==> src/rtl/pixel_stream_pkg.sv <==
// pixel_stream_pkg: widths, sum type and saturating add shared by the pixel summer and the int-to-float converter wrapper.
package pixel_stream_pkg;
    localparam int PIX_DATA_W = 8;
    localparam int PIX_SUM_W  = 21;

    typedef logic [PIX_SUM_W-1:0] pix_sum_t;

    // Returns {ovf, clamped sum}; clamps to all-ones instead of wrapping.
    function automatic logic [PIX_SUM_W:0] sat_add(input pix_sum_t acc, input logic [PIX_DATA_W-1:0] data);
        logic [PIX_SUM_W:0] s;
        s = {1'b0, acc} + (PIX_SUM_W + 1)'(data);
        return {s[PIX_SUM_W], s[PIX_SUM_W] ? {PIX_SUM_W{1'b1}} : s[PIX_SUM_W-1:0]};
    endfunction
endpackage

==> src/rtl/stream_out_reg.sv <==
// stream_out_reg: single-entry valid/ready holding register; data holds its value after it is consumed.
module stream_out_reg #(
    parameter int W = 22
) (
    input  logic         clk,
    input  logic         rst,
    input  logic         load,
    input  logic [W-1:0] din,
    input  logic         ready,
    output logic         valid,
    output logic [W-1:0] dout,
    output logic         free
);
    assign free = !valid | ready;

    always_ff @(posedge clk or posedge rst) begin
        if (rst) begin
            valid <= 1'b0;
            dout  <= '0;
        end else if (load) begin
            valid <= 1'b1;
            dout  <= din;
        end else if (ready) begin
            valid <= 1'b0;
        end
    end
endmodule

==> src/rtl/pixel_group_summer.sv <==
// pixel_group_summer: sums unsigned pixel samples into saturating group sums, closing a group on eop or GROUP_LEN samples.
module pixel_group_summer
    import pixel_stream_pkg::*;
#(
    parameter int DATA_W    = PIX_DATA_W,
    parameter int SUM_W     = PIX_SUM_W,
    parameter int GROUP_LEN = 8192
) (
    input  logic              clk,
    input  logic              rst,
    input  logic              snk_valid,
    input  logic [DATA_W-1:0] snk_data,
    input  logic              snk_eop,
    output logic              snk_ready,
    output logic              src_valid,
    output logic [SUM_W-1:0]  src_data,
    output logic              src_sat,
    input  logic              src_ready
);
    localparam int CNT_W = GROUP_LEN > 1 ? $clog2(GROUP_LEN) : 1;

    logic [SUM_W-1:0] acc;
    logic [CNT_W-1:0] cnt;
    logic             sat_acc;
    logic             free;
    logic             accept;
    logic             last;
    logic [SUM_W:0]   sum_w;
    logic             ovf;
    logic [SUM_W-1:0] sum;

    assign snk_ready = free & !rst;
    assign accept    = snk_valid & snk_ready;
    assign last      = snk_eop | (cnt == CNT_W'(GROUP_LEN - 1));
    // acc never exceeds the max, so the carry bit alone flags overflow.
    assign sum_w     = {1'b0, acc} + (SUM_W + 1)'(snk_data);
    assign ovf       = sum_w[SUM_W];
    assign sum       = ovf ? '1 : sum_w[SUM_W-1:0];

    always_ff @(posedge clk or posedge rst) begin
        if (rst) begin
            acc     <= '0;
            cnt     <= '0;
            sat_acc <= 1'b0;
        end else if (accept) begin
            acc     <= last ? '0 : sum;
            cnt     <= last ? '0 : cnt + 1'b1;
            sat_acc <= last ? 1'b0 : sat_acc | ovf;
        end
    end

    stream_out_reg #(.W(SUM_W + 1)) u_out (
        .clk   (clk),
        .rst   (rst),
        .load  (accept & last),
        .din   ({sat_acc | ovf, sum}),
        .ready (src_ready),
        .valid (src_valid),
        .dout  ({src_sat, src_data}),
        .free  (free)
    );
endmodule
==> config.mk <==
export PLATFORM = sky130hd
export DESIGN_NAME = pixel_group_summer
export DESIGN_NICKNAME = d
export VERILOG_FILES = /design/src/rtl/pixel_stream_pkg.sv /design/src/rtl/stream_out_reg.sv /design/src/rtl/pixel_group_summer.sv
export SDC_FILE = /design/constraint.sdc
export NUM_CORES = 1
export LEC_CHECK = 0
export ABC_AREA = 1
export CAP_MARGIN = 20
export CORE_MARGIN = 10
export CORE_UTILIZATION = 35
export CTS_BUF_LIST = sky130_fd_sc_hd__clkbuf_2 sky130_fd_sc_hd__clkbuf_4 sky130_fd_sc_hd__clkbuf_8
export DETAILED_ROUTE_END_ITERATION = 8
export SYNTH_ARGS = -nofsm -noshare
export SYNTH_HDL_FRONTEND = slang
export SYNTH_HIERARCHICAL = 1
export SYNTH_SLANG_ARGS = --single-unit
==> constraint.sdc <==
create_clock -name clk -period 2.15 [get_ports clk]
set_input_delay 0.43 -clock clk [delete_from_list [all_inputs] [get_ports clk]]
set_output_delay 0.43 -clock clk [all_outputs]
set_load 0.05 [all_outputs]
# Word level (Yosys, flattened, before mapping)
# Index checks and enable logic that the tools add are counted.
# classes
reduce_logical,3
muxes,6
bitwise,6
eq_ne,1
addsub,2
# op_table
operator,n
$mux 21,2
$add 21x8->22,1
$add 13x1->13 const B,1
$eq 13x13->1 const B,1
$mux 13,1
$and 1x1->1,3
$mux 1,3
$or 1x1->1,3
$logic_not 1->1,2
$reduce_bool 2->1,1
# totals
out_inout_bits,24
elab_cells,23
in_bits,13
register_bits,58

# Logic depth before layout (Yosys ltp)
# logic_depth
ltp_word,6
ltp_mapped,13

# Cells and area by module
# The synthesis kept the hierarchy.
# by_module_without_submodules
module,area_each_um2,cells_each,instances
pixel_group_summer,2708.8,391,1
stream_out_reg,879.6,98,1

# Worst setup path after synthesis
# No wires, ideal clock.
# synth_path
path_kind,input to register
start,input port rst
end,register u_out.dout[0]
cell_stages,9
n_path_buf,1
t_arrival_ns,1.913
setup_slack_ns,0.118
path_cell_list,inv_2 nand3_2 inv_1 nand2_1 clkinv_1 inv_2 buf_6 nand2_1 nand2_1
# synth_via
elab_chain_len,4
# synth_lines
item,line_no,source
"start, declared",pixel_group_summer.sv:10,"input logic rst,"
$logic_not 1->1 (no source line),n/a,
$and 1x1->1,pixel_group_summer.sv:32,assign snk_ready = free & !rst;
$and 1x1->1,pixel_group_summer.sv:33,assign accept = snk_valid & snk_ready;
$and 1x1->1,pixel_group_summer.sv:55,".load (accept & last),"
"end signal, assigned",stream_out_reg.sv:22,dout <= din;
"end, declared",stream_out_reg.sv:11,"output logic [W-1:0] dout,"
# Every way passes these cells.
# A chain may end at the register's enable or synchronous reset.

# Final worst setup path
# layout_path
start,input port snk_data[0]
end,register u_out.dout[20]
# layout_via
elab_chain_len,2
# layout_lines
item,line_no,source
"start, declared",pixel_group_summer.sv:12,"input logic [DATA_W-1:0] snk_data,"
$add 21x8->22,pixel_group_summer.sv:36,"assign sum_w = {1'b0, acc} + (SUM_W + 1)'(snk_data);"
$mux 21,pixel_group_summer.sv:38,assign sum = ovf ? '1 : sum_w[SUM_W-1:0];
named net sum[20],pixel_group_summer.sv:30,logic [SUM_W-1:0] sum;
# The timed path passes the listed nets, and every way through them passes these cells.

==> summary.md <==
| Metric | Value |
|---|---|
| Initial Util | 36.4% |
| Via density | 4.47 |
| # rows | 36 |
| Global route overflow | 0 |
| CTS sink cnt | 58 |
| Post-Syn Area | 3590 µm² |
| Antenna cell count | 0 |
| Highest clock rate | 478 MHz |
| Cts-stage hold buffer count | 0 |
| Die footprint | 14700 µm² |
| Final nets | 601 |
| Critical path class | in2reg |
| TritonRoute pass-1 iters | 4 |
| Routability cong. | 0.902 |
| Syn. warnings | 6 |
| Max clock buf depth | 2 |
| Asr flop ratio synth | 100% |
| DRC viols | 0 |
| Total Wirelength | 9090 µm |
| Via count | 3201 |
| Worst min path class | reg2reg |
| Number of DRC markers in iteration 0 | 221 |
| CP Launch Type | input pin |
| Chip width | 121 µm |
| H-tree levels | 3 |
| IO Port Bufs | 36 |
| Post-Layout Inst Area | 4660 µm² |
| Count leader, synth | nand2_1 |
| Core ar. | 9860 µm² |
| Top Ports | 37 |
| Tcrit/Tclk final | 97.4% |
| R2R Path Start | acc[6] |
| CP required | 2.39 ns |
| Worst reg2reg path depth | 10 |
| Number of flops mapped to enable cells by yosys | 0 |
| CTS Buf Count | 9 |
| Synth Area per Inst | 7.34 µm² |
| Critical Path End Type | register |
| Hold depth | 2 |
| Critical Path AT | 2.33 ns |
| P_leak | 2.50 nW |
| Post-synth top area share | 40.4% |
| Hold worst-path end | u_out/dout[8] |
| Clk slew on worst S/H paths | 0.06 ns |
| Syn nets | 512 |
| Number of global-route vias before repair | 3202 |
| Post-route ant nets | 0 |
| Status | finished, final reports clean |
| Worst-margin pin slew | 0.524 ns |
| Final Hold Fails | 0 |
| Relative slew margins | 64.9% |
| P&R area growth vs syn | 29.8% |
| Main synth FF type | dfrtp_1 |
| Maximum vdd drop | 0.359 mV |
| Placed instance area | 4390 µm² |
| Post-synthesis instance total | 489 |
| PwrDens | 846 nW/µm² |
| All-Layer GR Usage | 13.1% |
| Tot Pwr | 3.94 mW |
| Post-synthesis sequential area ratio | 40.4% |
| Clock Skews | 0.00780 ns |
| Synth cell types | 36 |
| Synth top area cells | dfrtp_1 40%, nand2_1 23%, inv_1 6.2%, nand3_1 4.0%, nand3_4 3.4% |
| Pin count of the biggest net entering global routing | 36 |
| Synth top cells by count | 222 x nand2_1, 59 x inv_1, 58 x dfrtp_1 |
| Post-placement setup slack | -0.394 ns |
| Reg-to-reg endpoint | u_out/dout[19] |
| Die Y | 121 µm |
| CTS root buf | clkbuf_8 |
| MaxCap Viol Count | 0 |
| # setup viols final | 0 |
| Minimum clock period | 2.09 ns |
| Reg2Reg Setup Slack | 0.23 ns |
| Sum Neg Setup Slack | 0 ns |
| Synthesis-stage register bit count | 58 |
| DPL Wire Length | 6820 µm |
| Layout cells sized above 1 | 18.2% |
| First-pass GRT wire length | 15500 µm |
| Max Slew Vio Count | 0 |
| Initial antenna violation count | 0 |
| Final worst slack | 0.0560 ns |
| Hold_sp | u_out/dout[8] |
| Wirelength per Cell | 12.7 µm |
| Post-synthesis cell type with the largest combined area | dfrtp_1 |
| Worst-path fanout max | 3 |
| Clock latency on the worst-skew pair | 0.35 ns |
| CTS tree | yes |
## layer usage
layer,vias up,routed length [µm],GRT usage [%]
li1,1680,-,-
met1,1452,4550,17.3
met4,0,206,6.71
met5,-,0,0
met3,16,375,2.75
met2,53,3960,19.9
## final cells by class
type                            count  area [µm²]
Clock buffer                       14         180
Clock inverter                      2        10.0
Fill cell                         978        5210
Inverter                           63         236
Multi-Input combinational cell    358        1850
Sequential cell                    58        1450
Tap cell                          133         166
Timing Repair Buffer               88         761
## state kept, by name, indices dropped and copies added, names as in the netlist
register     flops
acc             21
cnt             13
sat_acc          1
u_out/dout      22
u_out/valid      1
## layout by cell type, fill, tap and decap left out, drive strengths merged
master         count
a22o               1
nand3             38
clkinv             3
or2                4
nand4              7
inv               62
buf               53
xor2               9
a31oi              1
dfrtp             58
xnor2              1
o21ai              7
a21boi             1
nor3b              1
nand3b             3
ha                 9
clkbuf            14
nor2              28
fa                 1
nand2            229
o21bai             1
a21oi              7
nor3              10
clkdlybuf4s50     35
## worst max-delay path: stages
cell	delay, ns
clkdlybuf4s50_1	0.46
ha_2	0.18
inv_1	0.05
fa_2	0.35
inv_2	0.06
nand3_1	0.09
nand3_2	0.12
buf_4	0.12
nand3b_1	0.10
nand3_1	0.12
nand3_2	0.11
nand2_1	0.09
nand2_1	0.05
## repair_timing
item	4_1_cts	5_1_grt
resized for setup	1	12
buffers inserted	0	4
pin swaps	0	1
endpoints found under the setup margin	5	32
## cells by family after synthesis
group,share of synthesized area [%]
and+or+nand+nor,41.0
buffers and inverters,9.31
DFF,40.4
AOI/OAI and AO/OA,3.10
xor gates and xnor gates,2.44
adders and majority gates,3.70
## how the worst max path moves through the flow
stage / start / to / slack, ns / cells past startpoint
finish: snk_data[0] / u_out/dout[20] / 0.06 / 13
CTS: snk_data[7] / u_out/dout[7] / 0.01 / 11
global route: snk_data[0] / u_out/dout[20] / -0.05 / 13
floorplan: rst / u_out/dout[0] / 0.12 / 9
detailed placement: snk_data[0] / acc[12] / -0.39 / 14
global placement: snk_data[0] / u_out/dout[8] / -0.36 / 14
## metrics by stage
stage	util [%]	instances	hold WS (ns)
after detailed placement	44.5	696	0.458
after global routing	47.2	716	0.493
after global placement	44.5	696	0.454
final	47.2	716	0.469
after CTS	46.4	712	0.474
after floorplan	-	489	0.390
## power breakdown
group	internal (mW)	leakage (nW)	switching (mW)
sequential	1.24	0.787	0.117
clock	0.535	0.103	0.424
combinational	0.651	1.62	0.973
total	2.43	2.50	1.51
(Power assumes the default switching activity.)
